**src/rtl/sma_defs.sv**
```systemverilog
// -----------------------------------------------------------------------------
// sma_defs
// Shared definitions for the streaming moving-average filter:
//   - legal range of the window-size exponent DEPTH_LOG2
//   - sma_sum_w(): width of the running-sum accumulator
//   - sext(): sign-extension helper
// No ports (package).
// -----------------------------------------------------------------------------
package sma_defs;

   localparam int DEPTH_LOG2_MIN = 1;
   localparam int DEPTH_LOG2_MAX = 8;

   // The sum of 2**depthLog2 samples of dataW bits needs depthLog2 extra bits,
   // so the accumulator can never overflow.
   function automatic int sma_sum_w(input int dataW, input int depthLog2);
      return dataW + depthLog2;
   endfunction

   // Treat bit (width-1) of value as the sign and extend it to 64 bits.
   // Callers truncate the result to the width they need with a size cast.
   function automatic logic signed [63:0] sext(input logic [63:0] value, input int width);
      return $signed(value << (64 - width)) >>> (64 - width);
   endfunction

endpackage

```
**src/rtl/sma_window_buf.sv**
```systemverilog
// -----------------------------------------------------------------------------
// sma_window_buf
// Circular buffer of DEPTH = 2**DEPTH_LOG2 samples. The read port always shows
// the slot the next write will overwrite, i.e. the oldest sample once the
// window is full. The read is combinational, so it returns the value from
// before the write in the same cycle.
// Ports:
//   clk      in   clock
//   rst      in   asynchronous active-low reset (write pointer only)
//   clear    in   synchronous pointer reset
//   wr_en    in   write wr_data and advance the pointer
//   wr_data  in   sample to store
//   rd_data  out  contents of the slot at the write pointer
// -----------------------------------------------------------------------------
module sma_window_buf
   import sma_defs::*;
#(
   parameter int DATA_W     = 16,
   parameter int DEPTH_LOG2 = 2
) (
   input  logic              clk,
   input  logic              rst,
   input  logic              clear,
   input  logic              wr_en,
   input  logic [DATA_W-1:0] wr_data,
   output logic [DATA_W-1:0] rd_data
);

   localparam int DEPTH = 1 << DEPTH_LOG2;

   logic [DATA_W-1:0]     mem_q [DEPTH];
   logic [DEPTH_LOG2-1:0] wr_ptr_q;
   logic [DEPTH_LOG2-1:0] wr_ptr_d;

   assign rd_data = mem_q[wr_ptr_q];

   // The pointer is a power-of-two modulus, so it simply wraps.
   always_comb begin
      wr_ptr_d = wr_ptr_q;
      if (clear) begin
         wr_ptr_d = '0;
      end else if (wr_en) begin
         wr_ptr_d = wr_ptr_q + 1'b1;
      end
   end

   // Storage has no reset. Slots are only read into the sum after they have
   // been rewritten since the last reset or clear.
   always_ff @(posedge clk) begin
      if (wr_en) begin
         mem_q[wr_ptr_q] <= wr_data;
      end
   end

   always_ff @(posedge clk or negedge rst) begin
      if (!rst) begin
         wr_ptr_q <= '0;
      end else begin
         wr_ptr_q <= wr_ptr_d;
      end
   end

endmodule

```
**src/rtl/sma_stream.sv**
```systemverilog
// -----------------------------------------------------------------------------
// sma_stream
// Streaming boxcar filter. out_data is the mean of the last 2**DEPTH_LOG2
// valid samples. The design keeps a running sum: each new sample is added and
// the sample leaving the window is subtracted. One result is produced per
// accepted sample once the window is full, one cycle after the sample.
// Build option: define SMA_ROUND_EN to round half-up instead of flooring.
// Ports:
//   clk        in   clock, rising edge
//   rst        in   asynchronous active-low reset
//   clear      in   synchronous flush of the window (takes priority over in_valid)
//   in_valid   in   in_data carries a sample this cycle
//   in_data    in   signed sample, DATA_W bits
//   out_valid  out  one-cycle pulse when out_data holds a new average
//   out_data   out  signed average, holds between updates
//   win_full   out  window holds DEPTH samples since the last reset/clear
// -----------------------------------------------------------------------------
module sma_stream
   import sma_defs::*;
#(
   parameter int DATA_W     = 16,
   parameter int DEPTH_LOG2 = 2
) (
   input  logic                     clk,
   input  logic                     rst,
   input  logic                     clear,
   input  logic                     in_valid,
   input  logic signed [DATA_W-1:0] in_data,
   output logic                     out_valid,
   output logic signed [DATA_W-1:0] out_data,
   output logic                     win_full
);

   localparam int DEPTH  = 1 << DEPTH_LOG2;
   localparam int SUM_W  = sma_sum_w(DATA_W, DEPTH_LOG2);
   localparam int RND_W  = SUM_W + 1;
   localparam int FILL_W = DEPTH_LOG2 + 1;
   localparam logic [FILL_W-1:0] FILL_FULL = FILL_W'(DEPTH);

   if (DEPTH_LOG2 < DEPTH_LOG2_MIN || DEPTH_LOG2 > DEPTH_LOG2_MAX) begin : gBadDepth
      $error("sma_stream: DEPTH_LOG2 out of range");
   end

   logic                     accept;
   logic [DATA_W-1:0]        oldestRaw;
   logic signed [SUM_W-1:0]  newSx;
   logic signed [SUM_W-1:0]  oldSx;
   logic signed [SUM_W-1:0]  sum_q;
   logic signed [SUM_W-1:0]  sum_d;
   logic [FILL_W-1:0]        fill_q;
   logic [FILL_W-1:0]        fill_d;
   logic signed [DATA_W-1:0] scaled;
   logic                     win_full_q;
   logic                     out_valid_q;
   logic signed [DATA_W-1:0] out_data_q;

   // A clear drops any sample presented in the same cycle.
   assign accept = in_valid && !clear;

   sma_window_buf #(
      .DATA_W     (DATA_W),
      .DEPTH_LOG2 (DEPTH_LOG2)
   ) uWindowBuf (
      .clk     (clk),
      .rst     (rst),
      .clear   (clear),
      .wr_en   (accept),
      .wr_data (in_data),
      .rd_data (oldestRaw)
   );

   // Running-sum update. During warm-up nothing is subtracted, so slots not
   // yet written since reset/clear can never corrupt the sum.
   always_comb begin
      newSx  = SUM_W'(sext(64'(in_data), DATA_W));
      oldSx  = win_full_q ? SUM_W'(sext(64'(oldestRaw), DATA_W)) : '0;
      sum_d  = sum_q;
      fill_d = fill_q;
      if (clear) begin
         sum_d  = '0;
         fill_d = '0;
      end else if (accept) begin
         sum_d = sum_q + newSx - oldSx;
         if (fill_q != FILL_FULL) begin
            fill_d = fill_q + 1'b1;
         end
      end
   end

   // Divide by DEPTH with an arithmetic shift (floor). The rounding variant
   // adds half an LSB first, one bit wider so the add cannot overflow.
`ifdef SMA_ROUND_EN
   logic signed [RND_W-1:0] roundSum;
   always_comb begin
      roundSum = RND_W'(sum_d) + RND_W'(DEPTH / 2);
      scaled   = DATA_W'(roundSum >>> DEPTH_LOG2);
   end
`else
   always_comb begin
      scaled = DATA_W'(sum_d >>> DEPTH_LOG2);
   end
`endif

   // A result is emitted for every accepted sample that leaves the window
   // full. The output holds its last value through gaps and clears.
   always_ff @(posedge clk or negedge rst) begin
      if (!rst) begin
         sum_q       <= '0;
         fill_q      <= '0;
         win_full_q  <= 1'b0;
         out_valid_q <= 1'b0;
         out_data_q  <= '0;
      end else begin
         sum_q       <= sum_d;
         fill_q      <= fill_d;
         win_full_q  <= (fill_d == FILL_FULL);
         out_valid_q <= accept && (fill_d == FILL_FULL);
         if (accept && (fill_d == FILL_FULL)) begin
            out_data_q <= scaled;
         end
      end
   end

   assign out_valid = out_valid_q;
   assign out_data  = out_data_q;
   assign win_full  = win_full_q;

endmodule

```
**config.mk**
```make
export PLATFORM = sky130hd
export DESIGN_NAME = sma_stream
export DESIGN_NICKNAME = d
export VERILOG_FILES = /design/src/rtl/sma_defs.sv /design/src/rtl/sma_window_buf.sv /design/src/rtl/sma_stream.sv
export SDC_FILE = /design/constraint.sdc
export NUM_CORES = 1
export LEC_CHECK = 0
export CORE_ASPECT_RATIO = 1.25
export CORE_MARGIN = 2
export CORE_UTILIZATION = 55
export CTS_BUF_LIST = sky130_fd_sc_hd__clkbuf_8
export DETAILED_ROUTE_END_ITERATION = 10
export HOLD_SLACK_MARGIN = 0.03
export PLACE_DENSITY = 0.75
export SLEW_MARGIN = 5
export SYNTH_ARGS = -nofsm -noshare
export SYNTH_HDL_FRONTEND = slang
export SYNTH_HIERARCHICAL = 1
export SYNTH_SLANG_ARGS = --single-unit
```
**constraint.sdc**
```tcl
create_clock -name clk -period 7.5 [get_ports clk]
set_input_delay 1.5 -clock clk [delete_from_list [all_inputs] [get_ports clk]]
set_output_delay 1.5 -clock clk [all_outputs]
set_load 0.05 [all_outputs]
```
==> flow_summary.toml, run 1 <==
[run_status]
outcome = "completed"

[routing]
post_drt_wl_per_cell_um = 17.17
initialDrtViolationCount = 171
routed_via_density = 5.532
detail-route-antenna-nets = 0
drt_pass1_iterations = 4
detailroute.via_count = 3524
post-route-drc-count = 0
wl_mm = 10.94

[clock_network]
cts.clk_slew.worst_paths_ps = 110
hold_buffer_count_at_cts = 0
post-cts-setup-buffer-count = 0
maximum_buffer_depth_of_the_clock_tree = 2
clk_latency_ps = 390
clock_sinks = 105
htree_num_levels = 3
tritoncts.num_buffers = 9
cts-root-buf = "sky130_fd_sc_hd__clkbuf_8"
tritoncts = "built"
post_cts_resized = 0

[power_and_ir_drop]
p_leak_uw = 0.002700
power_uw = 1930
cellPowerDensity_nw_per_um2 = 300.0
vdd.ir_drop.worst_mv = 0.1270

[die]
start_util = 0.5687
boundaryPins = 38
fp.coreArea_um2 = 10210
die_y_um = 118.9
die_area_um2 = 11400
fp.dieW_um = 95.90
row_count = 41

[global_route]
overall_routing_resource_usage = 0.2195
global_route.usage.met2 = 0.3435
globalRoute.busiestLayer = "met2"
number_of_antenna_violations_at_the_first_check_in_global_routing = 0
globalRouteMet1Util = 0.3104
grt_first_pass_wirelength_mm = 18.80
grt_max_degree = 42
grt_use_met3 = 0.03479
grt_overflow_total = 0
first_global_vias = 3682

[finish]
final_nets = 565
area_delta_synth_final_pct = 10.78
final_cell_count_no_fill = 637
summed_area_of_non_filler_cells_in_the_final_layout_um2 = 6431
commonest_non_fill_non_tap_cell_in_the_layout = "sky130_fd_sc_hd__inv_1"
final_layout_size_suffix_gt1_frac = 0.08661
layout.filler_cells = 800
final_cell_mix = "sky130_fd_sc_hd__inv_1, sky130_fd_sc_hd__edfxtp_1, sky130_fd_sc_hd__dfrtp_1, sky130_fd_sc_hd__clkdlybuf4s50_1, sky130_fd_sc_hd__nand2_1"
antenna-diode-count = 0

[logic_synthesis]
post_synthesis_cell_count = 470
synth-edff-count = 64
async_flop_share = 0.3905
yosysWarningCount = 6
synthFlopType = "sky130_fd_sc_hd__edfxtp_1"
postSynthNetCount = 532
synth_top_area_cell = "sky130_fd_sc_hd__edfxtp_1"
ys_seq_elements = 105
synthesis.area_per_instance_um2 = 12.35
synthDominantCellAreaShare = 0.3310
synth_cell_types = 62
syn-cell-area_um2 = 5806
synth.yosys.seq_area_share = 0.5078
ys_top_cells_by_area = "sky130_fd_sc_hd__edfxtp_1, sky130_fd_sc_hd__dfrtp_1, sky130_fd_sc_hd__fa_1"

[sta]
finish_stage_setup_viols = 0
timing_worst_slew_pin_value_ps = 946.8
fin_skew_ps = 10.98
unrepaired_setup_endpoints_after_global_routing = "false"
worst_hold_slack_ps = 481.8
timing.max_slew.rel_slack = 0.3688
post-route-min-period_ps = 4391
timing_hold_violations_final = 0
maximum_clock_frequency_ghz = 0.2277
setup_tns_ps = 0
share_of_the_clock_period_used_by_the_worst_path_after_layout = 0.5855
drv_slew = 0

[worst_setup_path]
end_kind = "flop"
r2r_worst_path_depth = 11
worst-endpoint-required_ps = 7770
timing.reg2reg.setup_slack_ps = 3450
r2r-start = "uWindowBuf/wr_ptr_q[1]"
worstPathArrival_ps = 4670
cp-start-kind = "input pin"
rr_endpoint = "sum_q[12]"
critPathMaxFanout = 5
timing.setup.critical_path_class = "in -> reg"

[min_path]
worstHoldEndpoint = "out_data[0]"
min_path_cells = 2
min-delay-start = "out_data[0]"
worst_hold_path_type = "reg -> reg"

[placement]
dp_hpwl_mm = 7.857
place_congestion = 0.8781
detailed_place.area_um2 = 6254
portBuffers = 37
placed_cells_incl_taps = 621

[run]
total_of_max_cap_violations = 0
==> cell families (layout without fill, tap and decap cells) <==
family          count (synthesis)  count (layout)  synth area share
compound gates                 74              74           0.09526
xor+xnor                       18              18           0.02715
fa+ha+maj                      42              42            0.1125
buf+inv                        91             129           0.06595
flops                         105             105            0.5078
mux                            30              30           0.09246
simple gates                  110             110           0.09892
==> worst max path at each step <==
stage	start	to	slack, ps	cells after the start
final	in_data[1]	sum_q[12]	3110	11
after global routing	in_data[1]	sum_q[12]	2970	11
after CTS	in_data[1]	sum_q[12]	3150	11
after detailed placement	in_data[1]	sum_q[12]	2730	11
after global placement	in_data[1]	sum_q[12]	2830	11
after floorplan	in_data[1]	sum_q[12]	3580	10
==> registers in the layout, indices dropped and copies added (netlist names) <==
signal	flops
win_full	1
out_valid	1
out_data	16
uWindowBuf/wr_ptr_q	2
uWindowBuf/mem_q	64
fill_q	3
sum_q	18
==> routing by layer <==
metal | vias to the layer above | wire, um
met5 | - | 0
met4 | 0 | 140
met3 | 9 | 448
met2 | 84 | 5245
met1 | 1724 | 5102
li1 | 1707 | -
==> area by class of cell <==
type                       count  area (um^2)  share of cell area
sequential                   105         2948              0.4584
clock buffer                   9        123.9             0.01926
timing repair buffer          41        395.4             0.06148
clock inverter                 7        53.80            0.008366
inverter                      72        270.3             0.04202
multi-input combinational    274         2479              0.3854
tap                          129        161.4             0.02510
==> cell usage after synthesis (2+ instances only) <==
master / instances
sky130_fd_sc_hd__dfrtp_1: 41
sky130_fd_sc_hd__nor3_1: 5
sky130_fd_sc_hd__xor2_1: 8
sky130_fd_sc_hd__xnor2_1: 10
sky130_fd_sc_hd__mux2i_1: 12
sky130_fd_sc_hd__o31ai_1: 5
sky130_fd_sc_hd__a211oi_1: 3
sky130_fd_sc_hd__a21o_1: 7
sky130_fd_sc_hd__buf_2: 11
sky130_fd_sc_hd__mux4_2: 8
sky130_fd_sc_hd__fa_1: 17
sky130_fd_sc_hd__and2_1: 20
sky130_fd_sc_hd__o21ai_1: 3
sky130_fd_sc_hd__o2111ai_1: 2
sky130_fd_sc_hd__clkbuf_1: 4
sky130_fd_sc_hd__inv_1: 72
sky130_fd_sc_hd__a21o_2: 2
sky130_fd_sc_hd__edfxtp_1: 64
sky130_fd_sc_hd__nor2_1: 23
sky130_fd_sc_hd__o311ai_0: 3
sky130_fd_sc_hd__nor2b_1: 3
sky130_fd_sc_hd__o21bai_1: 2
sky130_fd_sc_hd__a211oi_2: 3
sky130_fd_sc_hd__and3_1: 4
sky130_fd_sc_hd__ha_1: 25
sky130_fd_sc_hd__a21oi_1: 16
sky130_fd_sc_hd__o211ai_2: 2
sky130_fd_sc_hd__nand2b_1: 3
sky130_fd_sc_hd__nand2_1: 29
sky130_fd_sc_hd__or3_1: 3
sky130_fd_sc_hd__o21ai_0: 14
sky130_fd_sc_hd__nand3_1: 6
sky130_fd_sc_hd__mux4_1: 8
sky130_fd_sc_hd__nor3b_1: 2
sky130_fd_sc_hd__nand4_1: 3
==> through the flow <==
step	util	worst slack (ps)
3_5_place_dp	0.6126	2734
5_1_grt	0.6300	2974
6_report	0.6300	3109
2_1_floorplan	-	3576
4_1_cts	0.6300	3146
3_3_place_gp	0.6126	2834
==> report_power, final <==
group / internal, uW / switching, uW
clock: 124 / 204
sequential: 680 / 36.3
combinational: 343 / 542
==> worst max-delay path, cell delays in order <==
cell                              delay [ps]
sky130_fd_sc_hd__clkdlybuf4s50_1         540
sky130_fd_sc_hd__inv_1                    80
sky130_fd_sc_hd__fa_1                    530
sky130_fd_sc_hd__inv_1                    70
sky130_fd_sc_hd__fa_1                    480
sky130_fd_sc_hd__a211oi_1                390
sky130_fd_sc_hd__nor3_2                  130
sky130_fd_sc_hd__nor2_1                  230
sky130_fd_sc_hd__o21a_1                  260
sky130_fd_sc_hd__nor3_1                   60
sky130_fd_sc_hd__or3_1                   380
No activity file was read; power rests on OpenSTA's default activity.
==> run 2: changes to the inputs <==
- PLACE_DENSITY: 0.75 -> 0.78
- clock period: 7.5 -> 3.9 ns (I/O delays scaled with it)
==> run 2 against run 1 <==
  * Sequential share of layout area is 1.6 points lower
  * Sequential cell count unchanged
  * Combinational power increased by 100%
  * Critical path type is now reg -> reg
==> flow_summary.toml, run 2 (synthesized netlist as in run 1, its figures left out) <==
[run_status]
outcome = "completed"

[global_route]
grt_max_degree = 42
first_global_vias = 3828
grt_first_pass_wirelength_mm = 18.66
grt_overflow_total = 0
number_of_antenna_violations_at_the_first_check_in_global_routing = 0
overall_routing_resource_usage = 0.2146

[worst_setup_path]
timing.setup.critical_path_class = "reg -> reg"
setup.worst_path.end = "sum_q[17]"
rr_endpoint = "sum_q[17]"
worstPathArrival_ps = 4000
cp-start-kind = "flop"
r2r-start = "uWindowBuf/wr_ptr_q[0]"
r2r_worst_path_depth = 12
worst-endpoint-required_ps = 4160
crit_path_start = "uWindowBuf/wr_ptr_q[0]"
end_kind = "flop"
timing.reg2reg.setup_slack_ps = 160
critPathMaxFanout = 7

[placement]
place_congestion = 0.8995
placement.setup.worst_slack_ps = -83.91
detailed_place.area_um2 = 6416
dp_hpwl_mm = 8.224
portBuffers = 37

[clock_network]
cts-root-buf = "sky130_fd_sc_hd__clkbuf_8"
htree_num_levels = 3
cts.clk_slew.worst_paths_ps = 100
clock_sinks = 105
tritoncts = "built"
maximum_buffer_depth_of_the_clock_tree = 2
tritoncts.num_buffers = 9
clk_latency_ps = 370

[finish]
ff_latch_area_um2 = 2950
final_cell_mix = "sky130_fd_sc_hd__inv_1, sky130_fd_sc_hd__edfxtp_1, sky130_fd_sc_hd__dfrtp_1, sky130_fd_sc_hd__clkdlybuf4s50_1, sky130_fd_sc_hd__nand2_1"
layout.filler_cells = 756
area_delta_synth_final_pct = 14.81
summed_area_of_non_filler_cells_in_the_final_layout_um2 = 6665
largest_register_ffs = 64
multi_input_area_um2 = 2486
commonest_non_fill_non_tap_cell_in_the_layout = "sky130_fd_sc_hd__inv_1"
antenna-diode-count = 0
final_core_utilization = 0.6529
largest_register_by_flop_count = "uWindowBuf/mem_q"
final_nets = 589
final_layout_size_suffix_gt1_frac = 0.1391

[routing]
detailroute.via_count = 3645
routed_via_density = 5.514
detail-route-antenna-nets = 0
post_drt_wl_per_cell_um = 16.76
drt_pass1_iterations = 5
initialDrtViolationCount = 199
wl_mm = 11.08
post-route-drc-count = 0

[die]
boundaryPins = 38
die_area_um2 = 11400
row_count = 41
start_util = 0.5687
fp.coreArea_um2 = 10210
die_y_um = 118.9
fp.dieW_um = 95.90

[power_and_ir_drop]
cellPowerDensity_nw_per_um2 = 581.8
vdd.ir_drop.worst_mv = 0.2584
power_uw = 3878
p_leak_uw = 0.002830

[sta]
worst_hold_slack_ps = 488.6
timing.max_slew.rel_slack = 0.3823
fin_skew_ps = 10.90
unrepaired_setup_endpoints_after_global_routing = "false"
drv_slew = 0
maximum_clock_frequency_ghz = 0.2672
finish_stage_setup_viols = 0
timing_worst_slew_pin_value_ps = 926.6
post-route-min-period_ps = 3743
share_of_the_clock_period_used_by_the_worst_path_after_layout = 0.9598
timing_hold_violations_final = 0
setup_ws_ps = 156.9

[min_path]
worst_hold_path_type = "reg -> reg"

[run]
total_of_max_cap_violations = 0
[run 2: worst min path at each step]
stage	endpoint	from	cells past startpoint	slack, ps
2_1_floorplan	sum_q[11]	sum_q[11]	1	460
3_3_place_gp	out_data[11]	out_data[11]	2	450
3_5_place_dp	out_data[12]	out_data[12]	2	470
4_1_cts	out_data[12]	out_data[12]	2	490
5_1_grt	out_data[2]	out_data[2]	2	510
6_report	out_data[11]	out_data[11]	2	490
[run 2: final cells by class]
cell class / instances / area share
multi-input combinational: 274 / 0.3730
clock inverter: 7 / 0.01277
timing repair buffer: 65 / 0.08823
sequential: 105 / 0.4427
clock buffer: 9 / 0.01858
tap: 129 / 0.02422
inverter: 72 / 0.04055
[run 2: per-stage QoR]
stage	setup TNS [ps]	cells
after floorplan	0	470
after global placement	0	641
after detailed placement	-229.2	641
after CTS	0	657
after global routing	0	661
final	0	661
[run 2: report_power, final]
part,internal (uW),switching [uW],leakage (uW)
clock network,310,391,0.000105
logic,749,1040,0.00160
registers,1310,74.8,0.00113
total,2370,1510,0.00283
[run 2: routing by layer]
| metal | up-vias | part of all wire | global-route usage |
|---|---|---|---|
| met5 | - | 0 | 0 |
| met4 | 0 | 0.018 | 0.08482 |
| met3 | 16 | 0.037 | 0.03858 |
| met2 | 79 | 0.51 | 0.3483 |
| met1 | 1794 | 0.44 | 0.2852 |
| li1 | 1756 | - | - |
[run 2: critical path, stage by stage (launching register included)]
cell                        delay, ps
sky130_fd_sc_hd__dfrtp_2          490
sky130_fd_sc_hd__buf_4            160
sky130_fd_sc_hd__mux4_1           570
sky130_fd_sc_hd__and2_1           190
sky130_fd_sc_hd__fa_1             490
sky130_fd_sc_hd__inv_1             50
sky130_fd_sc_hd__ha_2             360
sky130_fd_sc_hd__o211ai_2         110
sky130_fd_sc_hd__o211ai_2         250
sky130_fd_sc_hd__a41o_4           300
sky130_fd_sc_hd__a2111oi_4         80
sky130_fd_sc_hd__a221oi_2         260
sky130_fd_sc_hd__mux2_4           330
[run 2: repair_timing]
| item | in CTS | in global routing |
|---|---|---|
| hold buffers | 0 | 0 |
| gates resized for setup | 1 | 3 |
| hold endpoints to repair | 0 | 0 |
| pin swaps | 0 | 1 |
| buffers inserted | 0 | 4 |
| setup endpoints to repair | 1 | 6 |
==> run 3: changes to the inputs <==
- GPL_ROUTABILITY_DRIVEN: unset -> 1
==> results of run 3 <==
The final DEF is identical to that of run 2; final timing and power are the same.
